==> src/rtl/cla_iter_adder_pkg.sv <==
// Shared definitions for the iterative carry-lookahead adder: FSM encodings,
// slice width and the 4-bit lookahead carry helpers.
package cla_iter_adder_pkg;

    localparam int SLICE_W = 16;

    localparam logic [1:0] ST_IDLE = 2'd0;
    localparam logic [1:0] ST_RUN  = 2'd1;
    localparam logic [1:0] ST_DONE = 2'd2;

    // Lookahead carries {c3,c2,c1,c0} for a 4-wide group of propagate/generate pairs.
    function automatic logic [3:0] lcu4(input logic [3:0] p, input logic [3:0] g, input logic c0);
        logic [3:0] c;
        c[0] = c0;
        c[1] = g[0] | (p[0] & c0);
        c[2] = g[1] | (p[1] & g[0]) | (p[1] & p[0] & c0);
        c[3] = g[2] | (p[2] & g[1]) | (p[2] & p[1] & g[0]) | (p[2] & p[1] & p[0] & c0);
        return c;
    endfunction

    function automatic logic grp_g(input logic [3:0] p, input logic [3:0] g);
        return g[3] | (p[3] & g[2]) | (p[3] & p[2] & g[1]) | (p[3] & p[2] & p[1] & g[0]);
    endfunction

endpackage

==> src/rtl/cla_iter_adder_if.sv <==
// Request/result bundle between the iterative adder and its consumer.
interface cla_iter_adder_if #(
    parameter int WIDTH = 64
);
    logic             start;
    logic             sub;
    logic             cin;
    logic [WIDTH-1:0] a;
    logic [WIDTH-1:0] b;
    logic             busy;
    logic             done;
    logic [WIDTH-1:0] sum;
    logic             cout;
    logic             ovf;

    modport master (output start, sub, cin, a, b, input busy, done, sum, cout, ovf);
    modport slave  (input start, sub, cin, a, b, output busy, done, sum, cout, ovf);
endinterface

==> src/rtl/cla_iter_adder_cla16.sv <==
// 16-bit carry-lookahead slice: four 4-bit P/G groups feeding a 4-bit LCU.
module cla16
    import cla_iter_adder_pkg::*;
(
    input  logic [15:0] a,
    input  logic [15:0] b,
    input  logic        cin,
    output logic [15:0] s,
    output logic        cout,
    output logic        c15
);
    logic [15:0] p;
    logic [15:0] g;
    logic [15:0] c;
    logic [3:0]  gp;
    logic [3:0]  gg;
    logic [3:0]  gc;

    assign p = a ^ b;
    assign g = a & b;

    for (genvar i = 0; i < 4; i++) begin : g_grp
        assign gp[i]      = &p[4*i +: 4];
        assign gg[i]      = grp_g(p[4*i +: 4], g[4*i +: 4]);
        assign c[4*i +: 4] = lcu4(p[4*i +: 4], g[4*i +: 4], gc[i]);
    end

    // Slice carry-out uses the block generate/propagate form, not a ripple from group 3.
    assign gc   = lcu4(gp, gg, cin);
    assign cout = grp_g(gp, gg) | ((&gp) & cin);
    assign s    = p ^ c;
    assign c15  = c[15];

endmodule

==> src/rtl/cla_iter_adder.sv <==
// Multi-cycle wide add/subtract: one cla16 slice per cycle, LSB-first, with a
// registered carry chaining the slices.
//
//  state   | meaning
//  --------+-------------------------------------------------
//  IDLE    | waiting for start; operands captured on accept
//  RUN     | one 16-bit slice per cycle, slice index k
//  DONE    | one-cycle done pulse, inputs ignored
module cla_iter_adder
    import cla_iter_adder_pkg::*;
#(
    parameter int WIDTH = 64
) (
    input logic              clk,
    input logic              rst,
    cla_iter_adder_if.slave  bus
);
    localparam int NSLICE = WIDTH / SLICE_W;
    localparam int KW     = (NSLICE > 1) ? $clog2(NSLICE) : 1;
    localparam logic [KW-1:0] K_LAST = KW'(NSLICE - 1);

    logic [1:0]       state;
    logic [KW-1:0]    k;
    logic [KW+3:0]    base;
    logic [WIDTH-1:0] op_a;
    logic [WIDTH-1:0] op_b;
    logic             carry;
    logic [WIDTH-1:0] sum_r;
    logic             cout_r;
    logic             ovf_r;
    logic [15:0]      sl_s;
    logic             sl_cout;
    logic             sl_c15;

    assign base = {k, 4'b0000};

    cla16 u_cla16 (
        .a    (op_a[base +: SLICE_W]),
        .b    (op_b[base +: SLICE_W]),
        .cin  (carry),
        .s    (sl_s),
        .cout (sl_cout),
        .c15  (sl_c15)
    );

    always_ff @(posedge clk or posedge rst) begin
        if (rst) begin
            state  <= ST_IDLE;
            k      <= '0;
            carry  <= 1'b0;
            op_a   <= '0;
            op_b   <= '0;
            sum_r  <= '0;
            cout_r <= 1'b0;
            ovf_r  <= 1'b0;
        end else begin
            case (state)
                ST_IDLE: begin
                    if (bus.start) begin
                        op_a  <= bus.a;
                        op_b  <= bus.sub ? ~bus.b : bus.b;
                        carry <= bus.sub | bus.cin;
                        k     <= '0;
                        state <= ST_RUN;
                    end
                end
                ST_RUN: begin
                    sum_r[base +: SLICE_W] <= sl_s;
                    carry                  <= sl_cout;
                    if (k == K_LAST) begin
                        cout_r <= sl_cout;
                        ovf_r  <= sl_c15 ^ sl_cout;
                        state  <= ST_DONE;
                    end else begin
                        k <= k + 1'b1;
                    end
                end
                ST_DONE: state <= ST_IDLE;
                default: state <= ST_IDLE;
            endcase
        end
    end

    assign bus.busy = (state == ST_RUN) || (state == ST_DONE);
    assign bus.done = (state == ST_DONE);
    assign bus.sum  = sum_r;
    assign bus.cout = cout_r;
    assign bus.ovf  = ovf_r;

endmodule
==> src/flat_wrapper.sv <==
// flat-port wrapper written by rule: the top's interface ports become plain ports
module cla_iter_adder_flat import cla_iter_adder_pkg::*;
#(
    parameter int WIDTH = 64
)
  (clk, rst, bus_start, bus_sub, bus_cin, bus_a, bus_b, bus_busy, bus_done, bus_sum, bus_cout, bus_ovf);
  cla_iter_adder_if #(.WIDTH(WIDTH)) bus_i ();
  input logic clk;
  input logic rst;
  input wire logic [$bits(bus_i.start)-1:0] bus_start;
  input wire logic [$bits(bus_i.sub)-1:0] bus_sub;
  input wire logic [$bits(bus_i.cin)-1:0] bus_cin;
  input wire logic [$bits(bus_i.a)-1:0] bus_a;
  input wire logic [$bits(bus_i.b)-1:0] bus_b;
  output wire logic [$bits(bus_i.busy)-1:0] bus_busy;
  output wire logic [$bits(bus_i.done)-1:0] bus_done;
  output wire logic [$bits(bus_i.sum)-1:0] bus_sum;
  output wire logic [$bits(bus_i.cout)-1:0] bus_cout;
  output wire logic [$bits(bus_i.ovf)-1:0] bus_ovf;
  assign bus_i.start = bus_start;
  assign bus_i.sub = bus_sub;
  assign bus_i.cin = bus_cin;
  assign bus_i.a = bus_a;
  assign bus_i.b = bus_b;
  assign bus_busy = bus_i.busy;
  assign bus_done = bus_i.done;
  assign bus_sum = bus_i.sum;
  assign bus_cout = bus_i.cout;
  assign bus_ovf = bus_i.ovf;
  cla_iter_adder #(.WIDTH(WIDTH)) u_core (.clk(clk), .rst(rst), .bus(bus_i));
endmodule
==> config.mk <==
export PLATFORM = sky130hd
export DESIGN_NAME = cla_iter_adder_flat
export DESIGN_NICKNAME = d
export VERILOG_FILES = /design/src/rtl/cla_iter_adder_pkg.sv /design/src/rtl/cla_iter_adder_if.sv /design/src/rtl/cla_iter_adder_cla16.sv /design/src/rtl/cla_iter_adder.sv /design/src/flat_wrapper.sv
export SDC_FILE = /design/constraint.sdc
export NUM_CORES = 1
export LEC_CHECK = 0
export CORE_MARGIN = 8
export CORE_UTILIZATION = 50
export DETAILED_ROUTE_END_ITERATION = 8
export GPL_TIMING_DRIVEN = 0
export PLACE_DENSITY = 0.8
export SYNTH_ARGS = -nofsm -noshare
export SYNTH_HDL_FRONTEND = slang
export SYNTH_SLANG_ARGS = --single-unit
==> constraint.sdc <==
create_clock -name clk -period 18.61 [get_ports clk]
set_input_delay 4.6525 -clock clk [delete_from_list [all_inputs] [get_ports clk]]
set_output_delay 4.6525 -clock clk [all_outputs]
set_load 0.03 [all_outputs]
==> metrics.md, run 1 <==
| Metric | Value |
|---|---|
| Status | completed |
| TritonCTS clock tree | yes |
| Critical path type | input port to register |
| Instance count of the mapped netlist | 757 |
| Inst Count DP | 1192 |
| R2r endpoint | u_core.bus.sum[29] |
| Leak | 5.190 nW |
| Latest clock arrival within the worst-skew pair | 0.43 ns |
| CP Capture Type | register |
| Async set or reset register ratio after synthesis | 1.000 |
| Share of power burned in the clock network | 0.133 |
| Gp weighted congestion | 0.8736 |
| Buffering stage count on the worst path with inverters included | 4 |
| Synth cell types | 48 |
| Total core area | 18640 µm² |
| Switching pwr | 0.001153 W |
| Net count reported at finish | 1139 |
| Starting density of the core | 0.5069 |
| Global route total overflow | 0 |
| Worst slack at placement | 11.65 ns |
| Total CTS buffers | 17 |
| Number of sinks handled by clock tree synthesis | 199 |
| Final worst-path setup slack | 12.00 ns |
| Vias post-DR | 6934 |
| Share of the synthesized area in the top cell type | 0.5269 |
| Post-synthesis to final-layout area growth | 30.50% |
| Delay-heaviest family, CP | buffers and inverters |
| Worst Reg2Reg Path Length in Cells | 12 |
| Maximum clock frequency | 151.4 MHz |
| Post-DP HPWL | 19.79 mm |
| FP Rows | 50 |
| Post-route non-filler standard cell count | 1225 |
| Die outline height | 153.5 µm |
| Part of the total power dissipated in combinational logic | 0.577 |
| Data required time of the critical path | 18.89 ns |
| Number of iterations in the first detailed-routing pass | 5 |
| Pin count of the biggest net entering global routing | 134 |
| Dominant cell type by count on the critical path | clkbuf_1 |
| Min-Delay Endpoint | u_core.op_b[63] |
| Worst Path Max Fanout | 10 |
| Port Buffer Count | 200 |
| Critical path cell sequence | clkdlybuf4s50_1 > nand2_1 > clkbuf_1 > clkbuf_1 > clkbuf_1 > o21ai_0 |
| Most frequent cells in the layout | clkdlybuf4s50_1 (200), dfrtp_1 (199), nand2_1 (87) |
| Worst ir drop on vdd | 0.09929 mV |
| Actual slew at the worst max-slew pin | 0.8435 ns |
| Total Wirelength | 26.03 mm |
| Critical path's slowest cell | clkdlybuf4s50_1 |
| Launching point of the worst reg2reg path | u_core.k[1] |
| Rel. slew slack | 0.4376 |
| Sum of negative setup slack | 0 ns |
| Path class of the lowest-slack min-delay path | register to register |
| Setup Fix Bufs, Post-CTS | 0 |
| Average footprint of a synthesized cell | 12.48 µm² |
| Arrival time at the worst endpoint | 6.89 ns |
| Wirelength per Cell | 21.25 µm |
| Biggest area consumer among synthesized cells | dfrtp_1 |
| Vias in the first global route | 7423 |
| Worst setup SP type | input port |
| DRC violation total after the first TritonRoute iteration | 440 |
| DIE AREA | 23560 µm² |
| Fillers | 1393 |
| Commonest non-fill, non-tap cell in the layout | clkdlybuf4s50_1 |
| Top FF cell, synth | dfrtp_1 |
| Clk slew on worst S/H paths | 0.07 ns |
| Overall die width | 153.5 µm |
| Sequential cell area fraction in the yosys report | 0.5269 |
| Post-synthesis cell area | 9450 µm² |
| Count of H-tree levels built during CTS | 4 |
| I/O pin cnt | 201 |
| Number of enable-type register cells in the synthesized netlist | 0 |
| Overall track demand over capacity in global routing | 0.2248 |
| Top area cells in the synthesized netlist | dfrtp_1 (53%), mux2_2 (7.6%), mux4_2 (7.6%) |
| Post-detailed-route count of antenna-violating nets | 0 |
| Post-synthesis register bit count | 199 |
| Hold slack final | 0.4766 ns |
| Share of cells above drive strength 1 | 0.1476 |
| Reg power frac | 0.290 |
| Total power per unit cell area | 211.3 nW/µm² |
| DRC errors left | 0 |
| Total of warnings raised by yosys | 0 |
| Hold Path Cell Cnt | 2 |
| Post-CTS sizing | 0 |
| Delay of the slowest cell on the worst path | 0.55 ns |
| Internal power contribution | 0.001454 W |
| Max-slew violations | 0 |
| Slack of the worst reg-to-reg path | 14.18 ns |
| Worst clock skew | 0.005884 ns |
| RSZ-0062 raised after global routing | no |
| Syn nets | 919 |
| Count of endpoints failing setup in the final report | 0 |
| Antenna violations before repair | 2 |
| First-pass GRT wire length | 41.34 mm |
| Number of maximum-capacitance constraint violations | 0 |
| Tot Pwr | 0.002607 W |
| CTS hold repair buffers | 0 |
| Root Buffer Master | clkbuf_16 |
| Ratio of final minimum period to clock period | 0.3549 |
| Hold_sp | u_core.op_b[63] |
| Switching power share of the total | 0.4422 |
| Final-report hold violation count | 0 |
| Max Root-Sink Buffers | 2 |
| Vias per cell | 5.660 |
| Final period demand of the worst path | 6.606 ns |
-- flip-flops by register name (all words and copies together) (netlist names) --
name / count
u_core.bus.cout: 1
u_core.bus.ovf: 1
u_core.bus.sum: 64
u_core.carry: 1
u_core.k: 2
u_core.op_a: 64
u_core.op_b: 64
u_core.state: 2
-- stage by stage --
| step | area [µm²] | utilization |
|---|---|---|
| 2_1_floorplan | 9450 | - |
| 3_3_place_gp | 11750 | 0.6300 |
| 3_5_place_dp | 11780 | 0.6319 |
| 4_1_cts | 12330 | 0.6613 |
| 5_1_grt | 12330 | 0.6615 |
| 6_report | 12330 | 0.6615 |
-- per-layer routing --
metal / vias up / track usage / part of all wire
li1: 3153 / - / -
met1: 3462 / 0.2841 / 0.42
met2: 278 / 0.3711 / 0.49
met3: 41 / 0.05075 / 0.063
met4: 0 / 0.08633 / 0.025
met5: - / 0 / 0
-- power by group through the flow --
stage	Sequential, W	Combinational (W)	Clock [W]
2_1_floorplan	0.000839	0.000918	0
3_3_place_gp	0.000750	0.00146	0
3_5_place_dp	0.000759	0.00149	0
4_1_cts	0.000753	0.00151	0.000347
5_1_grt	0.000778	0.00163	0.000365
6_report	0.000756	0.00150	0.000347
-- worst register-to-register path, delay by kind of cell (launching register included) --
family | cells | cell delay, ns
AO/OA/AOI/OAI | 6 | 1.16
XOR/XNOR | 1 | 0.43
adder cells (fa/ha/maj) | 2 | 0.79
buffers and inverters | 2 | 1.12
flip-flops | 1 | 0.40
multiplexers | 1 | 0.48
-- Yosys cell counts (2+ instances only) --
library cell,number
a21o_1,5
o21ai_0,79
nor2b_1,3
nand2b_1,2
o21ai_1,5
ha_1,25
a31oi_1,3
a22oi_1,2
inv_1,13
nor2_1,14
o22ai_1,2
dfrtp_1,199
o21a_1,2
nand2_1,87
xnor2_1,69
a22o_1,56
xor2_1,5
mux2i_1,2
mux4_2,32
nand3_1,2
buf_1,8
buf_2,9
a211oi_2,2
a21oi_1,11
a211oi_1,2
mux2_2,64
clkbuf_1,30
fa_1,4
-- final cells by class --
class,instances,area [µm²],area share
diodes,2,5.005,0.0004058
plain buffers,47,187.7,0.01522
clock inverters,6,42.54,0.003449
flip-flops and latches,199,4980,0.4038
multi-input cells,497,4228,0.3428
inverters,14,62.56,0.005073
repair buffers,201,2029,0.1646
well taps,234,292.8,0.02374
clock buffers,25,505.5,0.04099
-- cells by family (layout without fill, tap and decap cells) --
logic type | after synthesis | after routing | synth area share
other cells | 0 | 2 | 0
fa+ha+maj | 29 | 29 | 0.04157
mux | 98 | 98 | 0.1546
flops | 199 | 199 | 0.5269
xor+xnor | 74 | 74 | 0.06858
simple gates | 118 | 118 | 0.05283
compound gates | 178 | 178 | 0.1297
buf+inv | 61 | 293 | 0.02569
-- worst max-delay path by stage --
| stage | from | endpoint | slack [ns] | cells past startpoint |
|---|---|---|---|---|
| final | bus_start | u_core.op_b[59] | 12.00 | 6 |
| after global routing | bus_start | u_core.op_b[22] | 11.84 | 7 |
| after CTS | bus_start | u_core.op_b[59] | 12.01 | 6 |
| after detailed placement | bus_start | u_core.op_b[59] | 11.65 | 6 |
| after global placement | rst | u_core.op_a[23] | 6.15 | 2 |
| after floorplan | rst | u_core.bus.cout | 8.53 | 1 |
(Power assumes the default switching activity.)
==> run 2, diff against run 1 <==
Clock period 18.61 ns to 6.65 ns, I/O delays scaled along.
==> run 2 against run 1 <==
Compared with the run above:
- global-route usage decreased by 0.079 points
- clock power rose to 3.2 times the previous value
- sequential share of layout area fell by 0.47 points
- first-iteration DRC count fell by 5.7%
- critical endpoint is now u_core.bus.sum[13]
- largest cell class unchanged
==> metrics.md, run 2 (same netlist as run 1, synthesis figures left out) <==
| Metric | Value |
|---|---|
| Switching power share of the total | 0.4409 (was 0.4422) |
| Maximum clock frequency | 227.2 MHz |
| Overall die width | 153.5 µm (unchanged) |
| DRC errors left | 0 (unchanged) |
| Post-CTS sizing | 0 (unchanged) |
| Starting density of the core | 0.5069 (unchanged) |
| First-pass GRT wire length | 41.21 mm (was 41.34 mm) |
| Die outline height | 153.5 µm (unchanged) |
| TritonCTS clock tree | yes (unchanged) |
| Leak | 5.251 nW (was 5.190 nW) |
| Latest clock arrival within the worst-skew pair | 0.44 ns (was 0.43 ns) |
| Overall track demand over capacity in global routing | 0.2240 (was 0.2248) |
| Final-report hold violation count | 0 (unchanged) |
| Root Buffer Master | clkbuf_16 (unchanged) |
| Wirelength per Cell | 21.29 µm (was 21.25 µm) |
| Post-placement cell area | 11850 µm² (was 11780 µm²) |
| Share of cells above drive strength 1 | 0.1549 (was 0.1476) |
| Post-DP HPWL | 20.19 mm (was 19.79 mm) |
| Internal power contribution | 0.004163 W (was 0.001454 W) |
| Part of the total power dissipated in combinational logic | 0.569 (was 0.577) |
| RSZ-0062 raised after global routing | no (unchanged) |
| Number of sinks handled by clock tree synthesis | 199 (unchanged) |
| Delay-heaviest family, CP | buffers and inverters (unchanged) |
| Max-slew violations | 0 (unchanged) |
| Actual slew at the worst max-slew pin | 0.8717 ns (was 0.8435 ns) |
| Total power per unit cell area | 596.7 nW/µm² (was 211.3 nW/µm²) |
| Total CTS buffers | 17 (unchanged) |
| Buffering stage count on the worst path with inverters included | 2 (was 4) |
| Data required time of the critical path | 7.02 ns (was 18.89 ns) |
| Total Wirelength | 26.17 mm (was 26.03 mm) |
| Number of iterations in the first detailed-routing pass | 7 (was 5) |
| FP Rows | 50 (unchanged) |
| Path class of the lowest-slack min-delay path | register to register (unchanged) |
| Port Buffer Count | 200 (unchanged) |
| DRC violation total after the first TritonRoute iteration | 415 (was 440) |
| Critical path type | register to register (was input port to register) |
| Vias post-DR | 6890 (was 6934) |
| Clk slew on worst S/H paths | 0.07 ns (about the same) |
| Total core area | 18640 µm² (unchanged) |
| Share of power burned in the clock network | 0.148 (was 0.133) |
| Vias in the first global route | 7422 (was 7423) |
| Core occupancy in the finished layout | 0.6693 (was 0.6615) |
| DIE AREA | 23560 µm² (unchanged) |
| Gp weighted congestion | 0.8449 (was 0.8736) |
| Number of maximum-capacitance constraint violations | 0 (unchanged) |
| Design area | 12480 µm² (was 12330 µm²) |
| Sum of negative setup slack | 0 ns (unchanged) |
| Arrival time at the worst endpoint | 4.77 ns (was 6.89 ns) |
| Net count reported at finish | 1143 (was 1139) |
| Vias per cell | 5.606 (was 5.660) |
| CP Capture Type | register (unchanged) |
| Post-detailed-route count of antenna-violating nets | 0 (unchanged) |
| Fillers | 1397 (was 1393) |
| Switching pwr | 0.003283 W (was 0.001153 W) |
| Setup Fix Bufs, Post-CTS | 0 (unchanged) |
| Count of H-tree levels built during CTS | 4 (unchanged) |
| Antenna violations before repair | 1 (was 2) |
| Delay of the slowest cell on the worst path | 0.59 ns (was 0.55 ns) |
| Ratio of final minimum period to clock period | 0.6619 |
| Final worst-path setup slack | 2.249 ns (was 12.00 ns) |
| Worst Path Max Fanout | 10 (unchanged) |
| Reg power frac | 0.283 (was 0.290) |
| Post-synthesis to final-layout area growth | 32.04% (was 30.50%) |
| Worst ir drop on vdd | 0.2856 mV (was 0.09929 mV) |
| Status | completed (unchanged) |
| I/O pin cnt | 201 (unchanged) |
| Final period demand of the worst path | 4.401 ns |
| Critical path cell sequence | clkbuf_1 > clkbuf_1 > mux4_2 > ha_1 > o21ai_0 > o21a_1 > o21ba_4 > o21ai_1 > a21o_1 > fa_1 > xor2_1 > a22o_1 (was clkdlybuf4s50_1 > nand2_1 > clkbuf_1 > clkbuf_1 > clkbuf_1 > o21ai_0) |
| Rel. slew slack | 0.4188 (was 0.4376) |
| CTS hold repair buffers | 0 (unchanged) |
| Worst setup SP type | register (was input port) |
| Global route total overflow | 0 (unchanged) |
| Dominant cell type by count on the critical path | clkbuf_1 (unchanged) |
| Most frequent cells in the layout | clkdlybuf4s50_1 (200), dfrtp_1 (199), nand2_1 (87) (unchanged) |
| Tot Pwr | 0.007446 W (was 0.002607 W) |
| Max Root-Sink Buffers | 2 (unchanged) |
| Critical path's slowest cell | clkbuf_1 (was clkdlybuf4s50_1) |
| Commonest non-fill, non-tap cell in the layout | clkdlybuf4s50_1 (unchanged) |
| Count of endpoints failing setup in the final report | 0 (unchanged) |
| Worst slack at placement | 2.268 ns (was 11.65 ns) |
| Pin count of the biggest net entering global routing | 45 (was 134) |
| Worst clock skew | 0.008048 ns (was 0.005884 ns) |
==> run 2: changes by cell type in the layout (fill, tap and decap cells not counted) <==
cell	change
clkinv_2	-2
inv_8	+1
clkbuf_1	-3
clkbuf_8	-4
diode_2	-1
buf_12	+5
inv_6	+4
buf_16	-1
bufinv_16	+3
clkinvlp_4	+2
==> run 2: final cells by class <==
type | instances | area [µm²] | share of cell area
inverter | 14 | 58.81 | 0.004713
clock inverter | 14 | 187.7 | 0.01504
clock buffer | 18 | 439.2 | 0.03520
tap | 234 | 292.8 | 0.02346
multi-input combinational | 497 | 4228 | 0.3388
antenna | 1 | 2.502 | 0.0002005
sequential | 199 | 4980 | 0.3991
timing repair buffer | 205 | 2102 | 0.1685
buffer | 47 | 187.7 | 0.01504
==> run 2: path summary, 6_finish.rpt <==
kind                                start                 end  slack (ns)  depth (start not counted)
setup reg to reg              u_core.k[1]  u_core.bus.sum[13]        2.25                         12
min in group asynchronous             rst  u_core.bus.sum[12]        1.63                          2
hold / removal             u_core.op_b[3]      u_core.op_b[3]        0.48                          2
setup / recovery              u_core.k[1]  u_core.bus.sum[13]        2.25                         12
max in group asynchronous             rst     u_core.op_a[62]        4.15                          4
hold reg to reg            u_core.op_b[3]      u_core.op_b[3]        0.48                          2
==> run 2: metrics by stage <==
step,std cells,hold slack (ns)
2_1_floorplan,757,0.4446
3_3_place_gp,1191,0.4553
3_5_place_dp,1196,0.4673
4_1_cts,1228,0.4831
5_1_grt,1229,0.4970
6_report,1229,0.4793
==> run 2: worst register-to-register path, cell delays in order, from the launching register on <==
cell and delay, ns:
dfrtp_1 0.40, clkbuf_1 0.53, clkbuf_1 0.60, mux4_2 0.47, ha_1 0.35, o21ai_0 0.23
o21a_1 0.18, o21ba_4 0.19, o21ai_1 0.10, a21o_1 0.22, fa_1 0.43, xor2_1 0.44
a22o_1 0.21
==> run 2: power groups by stage <==
stage | Sequential [W] | Clock [W] | Combinational, W
3_3_place_gp | 0.00209 | 0 | 0.00409
5_1_grt | 0.00218 | 0.00115 | 0.00458
6_report | 0.00211 | 0.00110 | 0.00424
4_1_cts | 0.00211 | 0.00110 | 0.00424
2_1_floorplan | 0.00235 | 0 | 0.00257
3_5_place_dp | 0.00212 | 0 | 0.00421
==> run 2: metal layers <==
layer / global-route usage / wire length, µm
met1: 0.2881 / 11120
met2: 0.3730 / 13070
met3: 0.04595 / 1545
met4: 0.07326 / 431
met5: 0 / 0
